<file path="src/rtl/exp5_unidade_controle_timeout_counter.sv">
// Wait-state cycle counter for the exp5 control unit. Cleared while the
// FSM is outside espera, counts each cycle spent in espera and flags the
// last allowed cycle. Only instantiated when EXP5_UC_TIMEOUT_EN is defined.
module exp5_timeout_counter #(
    parameter int unsigned TIMEOUT_CYCLES = 32'd5000
) (
    input  logic clock,
    input  logic rst_n,
    input  logic clear,
    input  logic enable,
    output logic terminal
);

    localparam int unsigned CW = $clog2(TIMEOUT_CYCLES) + 1;
    localparam logic [CW-1:0] LAST = CW'(TIMEOUT_CYCLES - 32'd1);
    localparam logic [CW-1:0] ONE  = CW'(32'd1);

    logic [CW-1:0] count_r;
    logic [CW-1:0] count_next_s;
    logic          terminal_r;

    // Next count: clear wins, otherwise count up and hold at the last value
    always_comb begin
        count_next_s = count_r;
        if (clear) begin
            count_next_s = {CW{1'b0}};
        end else if (enable && (count_r != LAST)) begin
            count_next_s = count_r + ONE;
        end else begin
            count_next_s = count_r;
        end
    end

    // Count register and registered terminal flag matching the new count
    always_ff @(posedge clock or negedge rst_n) begin
        if (!rst_n) begin
            count_r    <= {CW{1'b0}};
            terminal_r <= 1'b0;
        end else begin
            count_r    <= count_next_s;
            terminal_r <= (count_next_s == LAST);
        end
    end

    assign terminal = terminal_r;

endmodule

</file>
<file path="config.mk">
export PLATFORM = sky130hd
export DESIGN_NAME = exp5_timeout_counter
export DESIGN_NICKNAME = d
export VERILOG_FILES = /design/src/rtl/exp5_unidade_controle_timeout_counter.sv
export SDC_FILE = /design/constraint.sdc
export NUM_CORES = 1
export LEC_CHECK = 0
export ABC_AREA = 1
export CORE_ASPECT_RATIO = 0.75
export CORE_MARGIN = 5
export CORE_UTILIZATION = 55
export DETAILED_ROUTE_END_ITERATION = 8
export DONT_BUFFER_PORTS = 1
export PLACE_DENSITY_LB_ADDON = 0.12
export SLEW_MARGIN = 0
export SYNTH_ARGS = -nofsm -noshare
export SYNTH_HDL_FRONTEND = slang
export SYNTH_SLANG_ARGS = --single-unit
</file>
<file path="constraint.sdc">
create_clock -name clock -period 4 [get_ports clock]
set_clock_uncertainty 0.2 [all_clocks]
set_input_delay 0.8 -clock clock [delete_from_list [all_inputs] [get_ports clock]]
set_output_delay 0.8 -clock clock [all_outputs]
set_load 0.1 [all_outputs]
</file>
* Word level (Yosys, flattened, before mapping)
Index checks and enable logic that the tools add are counted.
Storage, ports and cells: register bits 15, bits in latches 0, RAM bits 0, ROM bits 0, input port bits 4, output and inout port bits 1, logic and storage cells 8, memories 0
Cells by class: add/subtract/negate cells 1, multipliers 0, div/mod/pow operators 0, magnitude comparators 0, equality and inequality tests 2, shift-type cells 0, multiplexer cells 2, bitwise logic cells 0, reduce and logical (&&, ||, !) cells 1
Operator list (number):
- two-way mux 14 bit | 2
- adder 14 x 1 -> 14 bit, second input constant | 1
- equality test 14 x 13 -> 1 bit, second input constant | 1
- inequality test 14 x 13 -> 1 bit, second input constant | 1
- logical AND 1 bit | 1

* Logic depth before layout (Yosys ltp)
Gate-level depths: netlist (run 1).
depth after elaboration 5, mapped depth 13, mapped depth without buffers 13

* Least setup slack after synthesis (run 1)
Ideal clock, no wire load.
path type input-to-reg, start input enable, end register terminal_r, in the netlist terminal, data arrival time 1.688 ns, data required time 3.729 ns, slack 2.041 ns, cell stages on the path 9, path buffers 2, cells stage by stage buf_2 a21boi_2 buf_6 nand2_1 nand2_1 nand2_1 nor2_1 nand3_1 nor2_1
On the way: longest elaborated chain between the ends 4
RTL lines:
- from (decl) | RTL line 10 | input logic enable,
- logical AND 1 bit | RTL line 27 | end else if (enable && (count_r != LAST)) begin
- two-way mux 14 bit | RTL line 27
- two-way mux 14 bit | RTL line 25 | if (clear) begin
- equality test 14 x 13 -> 1 bit | RTL line 41 | terminal_r <= (count_next_s == LAST);
- to (signal assigned) | RTL line 41
- to (decl) | RTL line 20 | logic terminal_r;
No other way between the ends.

* Final worst setup path (run 1)
start register terminal_r, in the netlist terminal, end output terminal
RTL lines:
- to (decl) | RTL line 11 | output logic terminal
No word-level cell between the ends.

==> results of run 1 <==
-- how the worst max path moves through the flow --
stage	start	endpoint	slack (ps)	depth (start not counted)
CTS	terminal	terminal	1780	0
floorplan	enable	terminal	2040	9
global placement	enable	terminal	1950	7
global route	terminal	terminal	1740	0
detailed placement	count_r[0]	terminal	1900	10
finish	terminal	terminal	1790	0
-- routing by layer --
layer / track usage, % / share of wire [%]
met1: 30.2 / 52
met2: 22.6 / 40
met3: 2.12 / 6.1
met4: 7.42 / 1.8
met5: 0 / 0
-- layout by cell type, fill, tap and decap left out, drive strengths merged --
master	synthesis	final
inv	24	24
nand4	5	5
xor2	4	4
ha	1	1
nand2	69	69
a21oi	3	3
clkinv	0	1
dfrtp	15	15
o21ai	1	1
nand3	15	15
dlygate4sd3	0	1
nor2	22	22
nor3	1	1
a21boi	1	1
xnor2	3	3
clkbuf	0	3
-- per-stage QoR --
step / total power [mW] / worst slack [ps] / cells / utilization [%] / hold WS [ps]
after floorplan: 0.177 / 2040 / 167 / - / 304
after global placement: 0.178 / 1950 / 188 / 56.5 / 305
after detailed placement: 0.178 / 1900 / 188 / 56.5 / 305
after CTS: 0.266 / 1780 / 193 / 58.4 / 362
after global routing: 0.281 / 1740 / 193 / 58.4 / 356
final: 0.265 / 1790 / 193 / 58.4 / 369
-- cell usage after synthesis (2+ instances only) --
| master | instances | area share, % |
|---|---|---|
| nand2_2 | 2 | 1.1 |
| dfrtp_1 | 15 | 34 |
| xor2_1 | 4 | 3.2 |
| a21oi_1 | 3 | 1.4 |
| xnor2_1 | 3 | 2.4 |
| nand3_1 | 14 | 6.3 |
| nor2_2 | 3 | 1.7 |
| nand4_1 | 5 | 2.8 |
| nor2_1 | 16 | 5.4 |
| inv_1 | 23 | 7.8 |
| nand2_4 | 2 | 2.0 |
| nor2_4 | 3 | 3.1 |
| nand2_1 | 65 | 22 |
| buf_6 | 2 | 2.0 |
-- kinds of logic (layout without fill, tap and decap cells) --
logic type               count (synthesis)  count (layout)  share of synthesized area, %
AND/OR/NAND/NOR                        112             112                          45.9
adder cells (fa/ha/maj)                  1               1                          1.13
flip-flops                              15              15                          33.9
XOR/XNOR                                 7               7                          5.54
AO/OA/AOI/OAI                            5               5                          2.83
buffers and inverters                   27              29                          10.6
-- registers in the layout, indices dropped and copies added, names as in the netlist --
register / flops
count_r: 14
terminal: 1
-- layout make-up --
| type | count | area, µm² | area share, % |
|---|---|---|---|
| Inverter | 24 | 90.1 | 7.86 |
| Tap cell | 24 | 30.0 | 2.62 |
| Clock inverter | 1 | 5.00 | 0.437 |
| Timing Repair Buffer | 1 | 10.0 | 0.873 |
| Multi-Input combinational cell | 125 | 613 | 53.5 |
| Clock buffer | 3 | 22.5 | 1.97 |
| Sequential cell | 15 | 375 | 32.8 |
-- where the power goes --
part	internal [mW]	total, mW	switching (mW)
Sequential	0.154	0.157	0.00349
Clock	0.0372	0.0867	0.0495
Combinational	0.00685	0.0211	0.0143
Total	0.198	0.265	0.0673
-- what timing repair did --
action | in CTS | in global routing
resized for setup | 0 | 0
hold endpoints to repair | 15 | 0
hold buffers | 1 | 0
==> key figures, run 1 <==
Detailed routing
  – First-pass iteration count of the detailed router: 4
  – Total number of vias: 977
  – WL/cell: roughly 12 µm
  – Drt total wl: 2380 µm
  – Vias/cell: 5.06
  – DRT antenna net count: 0
  – Initial DRC Count: 97
  – Residual DRC: 0

Clock tree
  – CTS clock-pin slew for the worst setup and hold paths: 90 ps
  – Post-CTS Setup Bufs: 0
  – Clock sink count: 15
  – Clock latency on the worst-skew pair: approximately 290 ps
  – Root Driver: clkbuf_4
  – Bufs on Longest Clock Path: 2
  – Htree depth: 1
  – CTS tree: done
  – Total CTS buffers: 3

Floorplanning
  – Row count: 14
  – Die H: just under 50 µm
  – Core area: 1960 µm²
  – Initial Util: between 50% and 60%
  – Boundary Pins: 5
  – Chip width: about 60 µm
  – Full die area: roughly 3000 µm²

Hold path
  – HP Start: clear
  – Hold Crit Class: primary input to flop
  – Hold path cells: 1
  – Hold EP: count_r[8]

STA
  – Slew Limit Fails: 0
  – Period utilization: a little under three fifths
  – Slew headroom: between 40% and 50%
  – Tmin final: between 2000 and 2500 ps
  – Final hold violations: 0
  – Slew @ Worst Pin: about 880 ps
  – Setup repair after global routing missed its margin: no
  – Max Clk Rate: roughly 450 MHz
  – Setup Viol. Count Final: 0
  – Setup TNS: 0 ps

Setup path
  – WS Path Type: flop to primary output
  – Worst setup SP type: flop
  – CP required: roughly 3000 ps
  – Arrival time at the worst endpoint: 1210 ps
  – CP Capture Type: primary output
  – Worst R2R Path Depth: 10
  – Reg2reg start: count_r[0]
  – Reg2reg setup slack: 1910 ps
  – R2R Path End: terminal
  – Crit Path Max Fanout: 1

Run
  – Max-capacitance violation count: 0

Cells and area
  – N_diodes: 0
  – Finished Cell Area: 1150 µm²
  – Fill count: just over 200
  – Share of layout cells above drive strength 1: ~10%
  – Nets: 175
  – Layout area overhead: 3.62%

Yosys
  – Post-synth EDFFs: 0
  – Unique masters post-synth: 21
  – Top_reg_cell synth: dfrtp_1
  – Mapped Area: roughly 1100 µm²
  – Sequential area share after synthesis: between 30% and 40%
  – Synthesized Nets: 172
  – #FFs+latches synth: 15
  – Syn. warnings: 0
  – Syn Inst Count: around 170
  – Ys async rst share: 100%
  – Avg Cell Area, Syn: about 6.6 µm²

Placed design
  – Number of buffers added on ports: 0
  – Placed cell areas: approximately 1100 µm²
  – Final GP Congestion: 0.897
  – DPL Wire Length: 1890 µm

Global route
  – First-pass GRT wire length: 4010 µm
  – GR Overflow Total: 0
  – Vias in the first global route: approximately 880
  – GR Util All Layers: between 10% and 20%
  – Largest net degree at the start of global routing: 16
  – Initial antenna violation count: 0

Pwr
  – Worst VDD drop: around 240 µV
  – Pwr/cell area: about 230 nW/µm²
  – P_leak: between 0.6 and 0.7 nW

Status
  – Status: complete, no violations
No activity file was read; power rests on OpenSTA's default activity.
==> inputs of run 2 (changes only) <==
==> constraint.sdc (replaced) <==
create_clock -name clock -period 2.2 [get_ports clock]
set_clock_uncertainty 0.2 [all_clocks]
set_input_delay 0.44 -clock clock [delete_from_list [all_inputs] [get_ports clock]]
set_output_delay 0.44 -clock clock [all_outputs]
set_load 0.1 [all_outputs]
==> key figures, run 2 (synthesis results as in run 1) <==
STA
  – Max Clk Rate: ~500 MHz
  – Setup repair after global routing missed its margin: no (unchanged)
  – Tmin final: 1970 ps
  – Setup TNS: 0 ps (unchanged)
  – Slew Limit Fails: 0 (unchanged)
  – Setup Viol. Count Final: 0 (unchanged)
  – Slew headroom: 55.3% (was 41.6%)
  – Final hold violations: 0 (unchanged)
  – Period utilization: 89.6%
  – Slew @ Worst Pin: 668 ps (was 876 ps)

Setup path
  – Max stage delay on crit path: about 430 ps
  – CP most frequent cell: nand2_1
  – Arrival time at the worst endpoint: 1980 ps (was 1210 ps)
  – CP required: 2210 ps (was 3000 ps)
  – Ordered cell list for the critical path: ha_1, nand2_1, nor2_4, a21boi_4, nand2_1, nand2_1, nand3_1, nor2_1, nand2_1, nor2_1
  – Slowest CP cell: dfrtp_1
  – Worst setup SP type: flop (unchanged)
  – Reg2reg start: count_r[0] (unchanged)
  – R2R Path End: terminal (unchanged)
  – Worst R2R Path Depth: 10 (unchanged)
  – Crit Path Max Fanout: 11 (was 1)
  – Reg2reg setup slack: 230 ps (was 1910 ps)
  – WS Path Type: flop to flop (was flop to primary output)
  – CP Capture Type: flop (was primary output)

Floorplanning
  – Die H: 48.8 µm (unchanged)
  – Chip width: 61.8 µm (unchanged)
  – Row count: 14 (unchanged)
  – Core area: 1960 µm² (unchanged)
  – Full die area: 3020 µm² (unchanged)
  – Initial Util: 56.4% (unchanged)
  – Boundary Pins: 5 (unchanged)

Detailed routing
  – DRT antenna net count: 0 (unchanged)
  – Residual DRC: 0 (unchanged)
  – Vias/cell: 5.06 (about the same)
  – WL met3: 82 µm (was 146 µm)
  – Initial DRC Count: 63 (was 97)
  – Top Metal Used: met4 (unchanged)
  – First-pass iteration count of the detailed router: 4 (unchanged)
  – Drt total wl: 2440 µm (was 2380 µm)
  – WL/cell: 12.6 µm (was 12.3 µm)
  – Total number of vias: 982 (was 977)
  – WL met1: 1310 µm (was 1230 µm)
  – Met2 routed WL: 1030 µm (was 961 µm)

Placed design
  – DPL Wire Length: 1870 µm (was 1890 µm)
  – Placed cell areas: 1120 µm² (was 1110 µm²)
  – Number of buffers added on ports: 0 (unchanged)
  – Final GP Congestion: 0.853 (was 0.897)

Pwr
  – P_sw: 117 µW (was 67.3 µW)
  – Worst VDD drop: 320 µV (was 242 µV)
  – Clock power share: 31.7% (was 32.7%)
  – Sequential share of power: 60.0% (was 59.3%)
  – Combinational Power Share: 8.3% (was 8.0%)
  – Pwr/cell area: 411 nW/µm² (was 232 nW/µm²)
  – Net Sw Frac: 24.5% (was 25.4%)
  – Internal power: 361 µW (was 198 µW)
  – P_leak: 0.675 nW (was 0.664 nW)

Cells and area
  – Share of layout cells above drive strength 1: 10.6% (was 10.1%)
  – Fill count: 183 (was 203)
  – Finished Cell Area: 1160 µm² (was 1150 µm²)
  – Largest register FFs: 14 (unchanged)
  – Biggest register: count_r (unchanged)
  – N_diodes: 0 (unchanged)
  – Most common cell after layout, fill and taps aside: nand2_1 (unchanged)
  – Nets: 176 (was 175)
  – Commonest cells after routing, fill and taps aside: nand2_1, inv_1, nor2_1, dfrtp_1, nand3_1 (unchanged)
  – Layout area overhead: 4.98% (was 3.62%)

Clock tree
  – Bufs on Longest Clock Path: 2 (unchanged)
  – CTS clock-pin slew for the worst setup and hold paths: 90 ps (about the same)
  – Clock latency on the worst-skew pair: 280 ps (was 290 ps)
  – Total CTS buffers: 3 (unchanged)
  – Htree depth: 1 (unchanged)
  – CTS tree: done (unchanged)
  – Clock sink count: 15 (unchanged)
  – Root Driver: clkbuf_4 (unchanged)

Hold path
  – Hold path cells: 1 (unchanged)
  – HP Start: clear (unchanged)
  – Hold Crit Class: primary input to flop (unchanged)
  – Hold EP: count_r[8] (unchanged)

Global route
  – GR Overflow Total: 0 (unchanged)
  – Initial antenna violation count: 0 (unchanged)
  – First-pass GRT wire length: 4110 µm (was 4010 µm)
  – Largest net degree at the start of global routing: 16 (unchanged)
  – Vias in the first global route: 918 (was 884)
  – GR Util All Layers: 18.3% (was 18.1%)

Run
  – Max-capacitance violation count: 0 (unchanged)

Status
  – Status: complete, no violations (unchanged)
## run 2: cell types whose count changed in the layout (fill, tap and decap cells not counted), sizes merged
cell,change
buf,+1
## run 2: area by class of cell
cell class	count	area, µm²	area share, %
clock buffers	3	22.5	1.94
clock inverters	1	5.00	0.431
inverters	24	90.1	7.76
multi-input cells	125	621	53.4
flip-flops and latches	15	375	32.3
well taps	24	30.0	2.59
repair buffers	2	17.5	1.51
## run 2: power groups by stage
stage / Combinational, mW / Clock, mW / Sequential, mW
finish: 0.0396 / 0.152 / 0.286
floorplan: 0.0325 / 0 / 0.290
global route: 0.0464 / 0.165 / 0.287
CTS: 0.0386 / 0.154 / 0.286
global placement: 0.0321 / 0 / 0.291
detailed placement: 0.0316 / 0 / 0.292
## run 2: what timing repair did
action	CTS	global route
gates resized for setup	0	1
setup endpoints to repair	0	1
buffers inserted	0	0
endpoints found under the hold margin	15	0
hold buffers	1	0
## run 2: stage by stage
stage	utilization (%)	hold slack [ps]	setup slack, ps	total power [mW]	cells
after floorplan	-	-55.6	461	0.323	167
after global placement	56.9	-55.3	171	0.324	189
final	59.2	14.8	228	0.478	194
after detailed placement	56.9	-55.3	114	0.323	189
after global routing	59.2	10.8	61.5	0.498	194
after CTS	58.8	14.0	103	0.478	194
## run 2: worst max path at each step
stage                from  endpoint
2_1_floorplan  count_r[0]  terminal
3_3_place_gp   count_r[0]  terminal
3_5_place_dp   count_r[0]  terminal
4_1_cts        count_r[0]  terminal
5_1_grt        count_r[0]  terminal
6_report       count_r[0]  terminal
## run 2: worst max-delay path: cells and delay by family, from the launching register on
kind            cells  cell delay (ps)
compound gates      1              300
fa+ha+maj           1              250
flops               1              430
simple gates        8              730
## run 2: per-layer routing
metal	vias to the layer above	track usage (%)
met5	-	0
met1	449	30.1
li1	517	-
met2	12	24.6
met3	4	3.17
met4	0	4.24
==> inputs of run 3 (changes only) <==
--- a/config.mk
+++ b/config.mk
@@ -8,9 +8,10 @@
 export ABC_AREA = 1
 export CORE_ASPECT_RATIO = 0.75
 export CORE_MARGIN = 5
-export CORE_UTILIZATION = 55
+export CORE_UTILIZATION = 30
 export DETAILED_ROUTE_END_ITERATION = 8
 export DONT_BUFFER_PORTS = 1
+export HOLD_SLACK_MARGIN = 0.08
 export PLACE_DENSITY_LB_ADDON = 0.12
 export SLEW_MARGIN = 0
 export SYNTH_ARGS = -nofsm -noshare
==> key figures, run 3 (synthesis results as in run 1) <==
Status
  – Status: complete, no violations (unchanged)

Global route
  – Initial antenna violation count: 0 (unchanged)
  – GR Util All Layers: 11.9% (was 18.3%)
  – Vias in the first global route: 933 (was 918)
  – GR Overflow Total: 0 (unchanged)
  – Largest net degree at the start of global routing: 16 (unchanged)
  – First-pass GRT wire length: 4610 µm (was 4110 µm)

STA
  – Setup repair after global routing missed its margin: no (unchanged)
  – Slew @ Worst Pin: 756 ps (was 668 ps)
  – Slew Limit Fails: 0 (unchanged)
  – Setup TNS: 0 ps (unchanged)
  – Final hold violations: 0 (unchanged)
  – Setup Viol. Count Final: 0 (unchanged)
  – Tmin final: 1990 ps (was 1970 ps)
  – Max Clk Rate: 502 MHz (was 507 MHz)
  – Slew headroom: 49.5% (was 55.3%)
  – Period utilization: 90.6% (was 89.6%)

Floorplanning
  – Chip width: 80.1 µm (was 61.8 µm)
  – Full die area: 5010 µm² (was 3020 µm²)
  – Die H: 62.6 µm (was 48.8 µm)
  – Core area: 3610 µm² (was 1960 µm²)
  – Row count: 19 (was 14)
  – Boundary Pins: 5 (unchanged)
  – Initial Util: 30.6% (was 56.4%)

Cells and area
  – Most common cell after layout, fill and taps aside: nand2_1 (unchanged)
  – Nets: 178 (was 176)
  – Commonest cells after routing, fill and taps aside: nand2_1, inv_1, nor2_1, dfrtp_1, nand3_1 (unchanged)
  – Biggest register: count_r (unchanged)
  – Largest register FFs: 14 (unchanged)
  – Share of layout cells above drive strength 1: 11.0% (was 10.6%)
  – N_diodes: 0 (unchanged)
  – Fill count: 401 (was 183)
  – Layout area overhead: 11.8% (was 4.98%)

Clock tree
  – CTS clock-pin slew for the worst setup and hold paths: 60 ps (was 90 ps)
  – Clock sink count: 15 (unchanged)
  – Clock latency on the worst-skew pair: 250 ps (was 280 ps)
  – Root Driver: clkbuf_8 (was clkbuf_4)
  – Bufs on Longest Clock Path: 2 (unchanged)
  – Post-CTS Setup Bufs: 0 (unchanged)
  – Total CTS buffers: 3 (unchanged)
  – Htree depth: 1 (unchanged)
  – CTS tree: done (unchanged)

Pwr
  – Worst VDD drop: 199 µV (was 320 µV)
  – P_leak: 0.689 nW (was 0.675 nW)
  – Pwr/cell area: 448 nW/µm² (was 411 nW/µm²)
  – Total power: 554 µW (was 478 µW)

Setup path
  – Arrival time at the worst endpoint: 1970 ps (was 1980 ps)
  – CP Capture Type: flop (unchanged)
  – Reg2reg setup slack: 210 ps (was 230 ps)
  – Max stage delay on crit path: 410 ps (was 430 ps)
  – WS Path Type: flop to flop (unchanged)
  – CP required: 2180 ps (was 2210 ps)
  – Slowest CP cell: dfrtp_1 (unchanged)
  – Delay-heaviest family, CP: simple AND/OR/NAND/NOR gates (unchanged)
  – Worst path bufs/invs: 0 (unchanged)
  – Ordered cell list for the critical path: ha_1, nand2_1, nor2_4, nand2_4, nand2_4, nand2_1, nand3_1, nand2_1, nor2_1, nand2_1, nor2_1 (was ha_1, nand2_1, nor2_4, a21boi_4, nand2_1, nand2_1, nand3_1, nor2_1, nand2_1, nor2_1)
  – Crit Path Max Fanout: 10 (was 11)
  – Worst setup SP type: flop (unchanged)
  – CP most frequent cell: nand2_1 (unchanged)

Detailed routing
  – First-pass iteration count of the detailed router: 4 (unchanged)
  – Total number of vias: 969 (was 982)
  – WL/cell: 12.0 µm (was 12.6 µm)
  – Initial DRC Count: 68 (was 63)
  – DRT antenna net count: 0 (unchanged)
  – Drt total wl: 2700 µm (was 2440 µm)
  – Residual DRC: 0 (unchanged)
  – Vias/cell: 4.33 (was 5.06)

Placed design
  – Number of buffers added on ports: 0 (unchanged)
  – Final GP Congestion: 0.864 (was 0.853)
  – DPL Wire Length: 2060 µm (was 1870 µm)

Run
  – Max-capacitance violation count: 0 (unchanged)

Hold path
  – Hold Crit Class: primary input to flop (unchanged)
[run 3: changes by cell type in the layout (fill, tap and decap cells not counted)]
cell | previous run | this run
clkbuf_8 | 0 | 3
clkbuf_4 | 3 | 0
clkbuf_1 | 0 | 1
buf_4 | 1 | 2
nand3_1 | 14 | 13
clkinv_2 | 1 | 0
dlygate4sd3_1 | 1 | 2
nand3_2 | 1 | 2
[run 3: power breakdown]
part	leakage (nW)	switching, mW	internal (mW)	total [mW]
registers	0.207	0.00664	0.280	0.287
logic	0.460	0.0277	0.0145	0.0422
clock network	0.0228	0.0960	0.128	0.224
[run 3: worst register-to-register path, cell delays in order (launching register included)]
cell and delay, ps:
dfrtp_1 410, ha_1 240, nand2_1 110, nor2_4 190, nand2_4 110, nand2_4 150, nand2_1 70, nand3_1 110
nand2_1 70, nor2_1 120, nand2_1 70, nor2_1 80
[run 3: path summary, 6_finish.rpt]
| check | to | start | cells after the start |
|---|---|---|---|
| worst max-delay path | terminal | count_r[0] | 11 |
| worst min-delay path | count_r[1] | enable | 3 |
| worst max register to register | terminal | count_r[0] | 11 |
| worst min register to register | count_r[1] | count_r[1] | 2 |
| max in group asynchronous | count_r[5] | rst_n | 1 |
| min in group asynchronous | count_r[8] | rst_n | 1 |
[run 3: area by class of cell]
type                            instances  area (µm²)  area share (%)
Timing Repair Buffer                    4        35.0            2.83
Multi-Input combinational cell        125         626            50.6
Sequential cell                        15         375            30.4
Clock buffer                            4        45.0            3.64
Tap cell                               52        65.1            5.26
Inverter                               24        90.1            7.29
[run 3: timing repair]
action                     CTS  global route
gates resized for setup      0             2
hold buffers                 2             0
hold endpoints to repair    16             0
setup endpoints to repair    0             1
[run 3: per-layer routing]
layer	wire length (µm)	track usage, %
met5	0	0
met4	44	4.43
met3	81	2.16
met2	1130	15.4
met1	1440	19.0
[run 3: metrics by stage]
step / instance area [µm²] / hold WS, ps / util (%) / setup WS (ps) / std cells
after floorplan: 1110 / -55.6 / - / 461 / 167
after global placement: 1160 / -55.2 / 32.1 / 155 / 218
after detailed placement: 1160 / -55.2 / 32.1 / 91.1 / 218
after CTS: 1220 / 184 / 33.9 / 78.7 / 224
after global routing: 1240 / 206 / 34.2 / 0.631 / 224
final: 1240 / 192 / 34.2 / 207 / 224
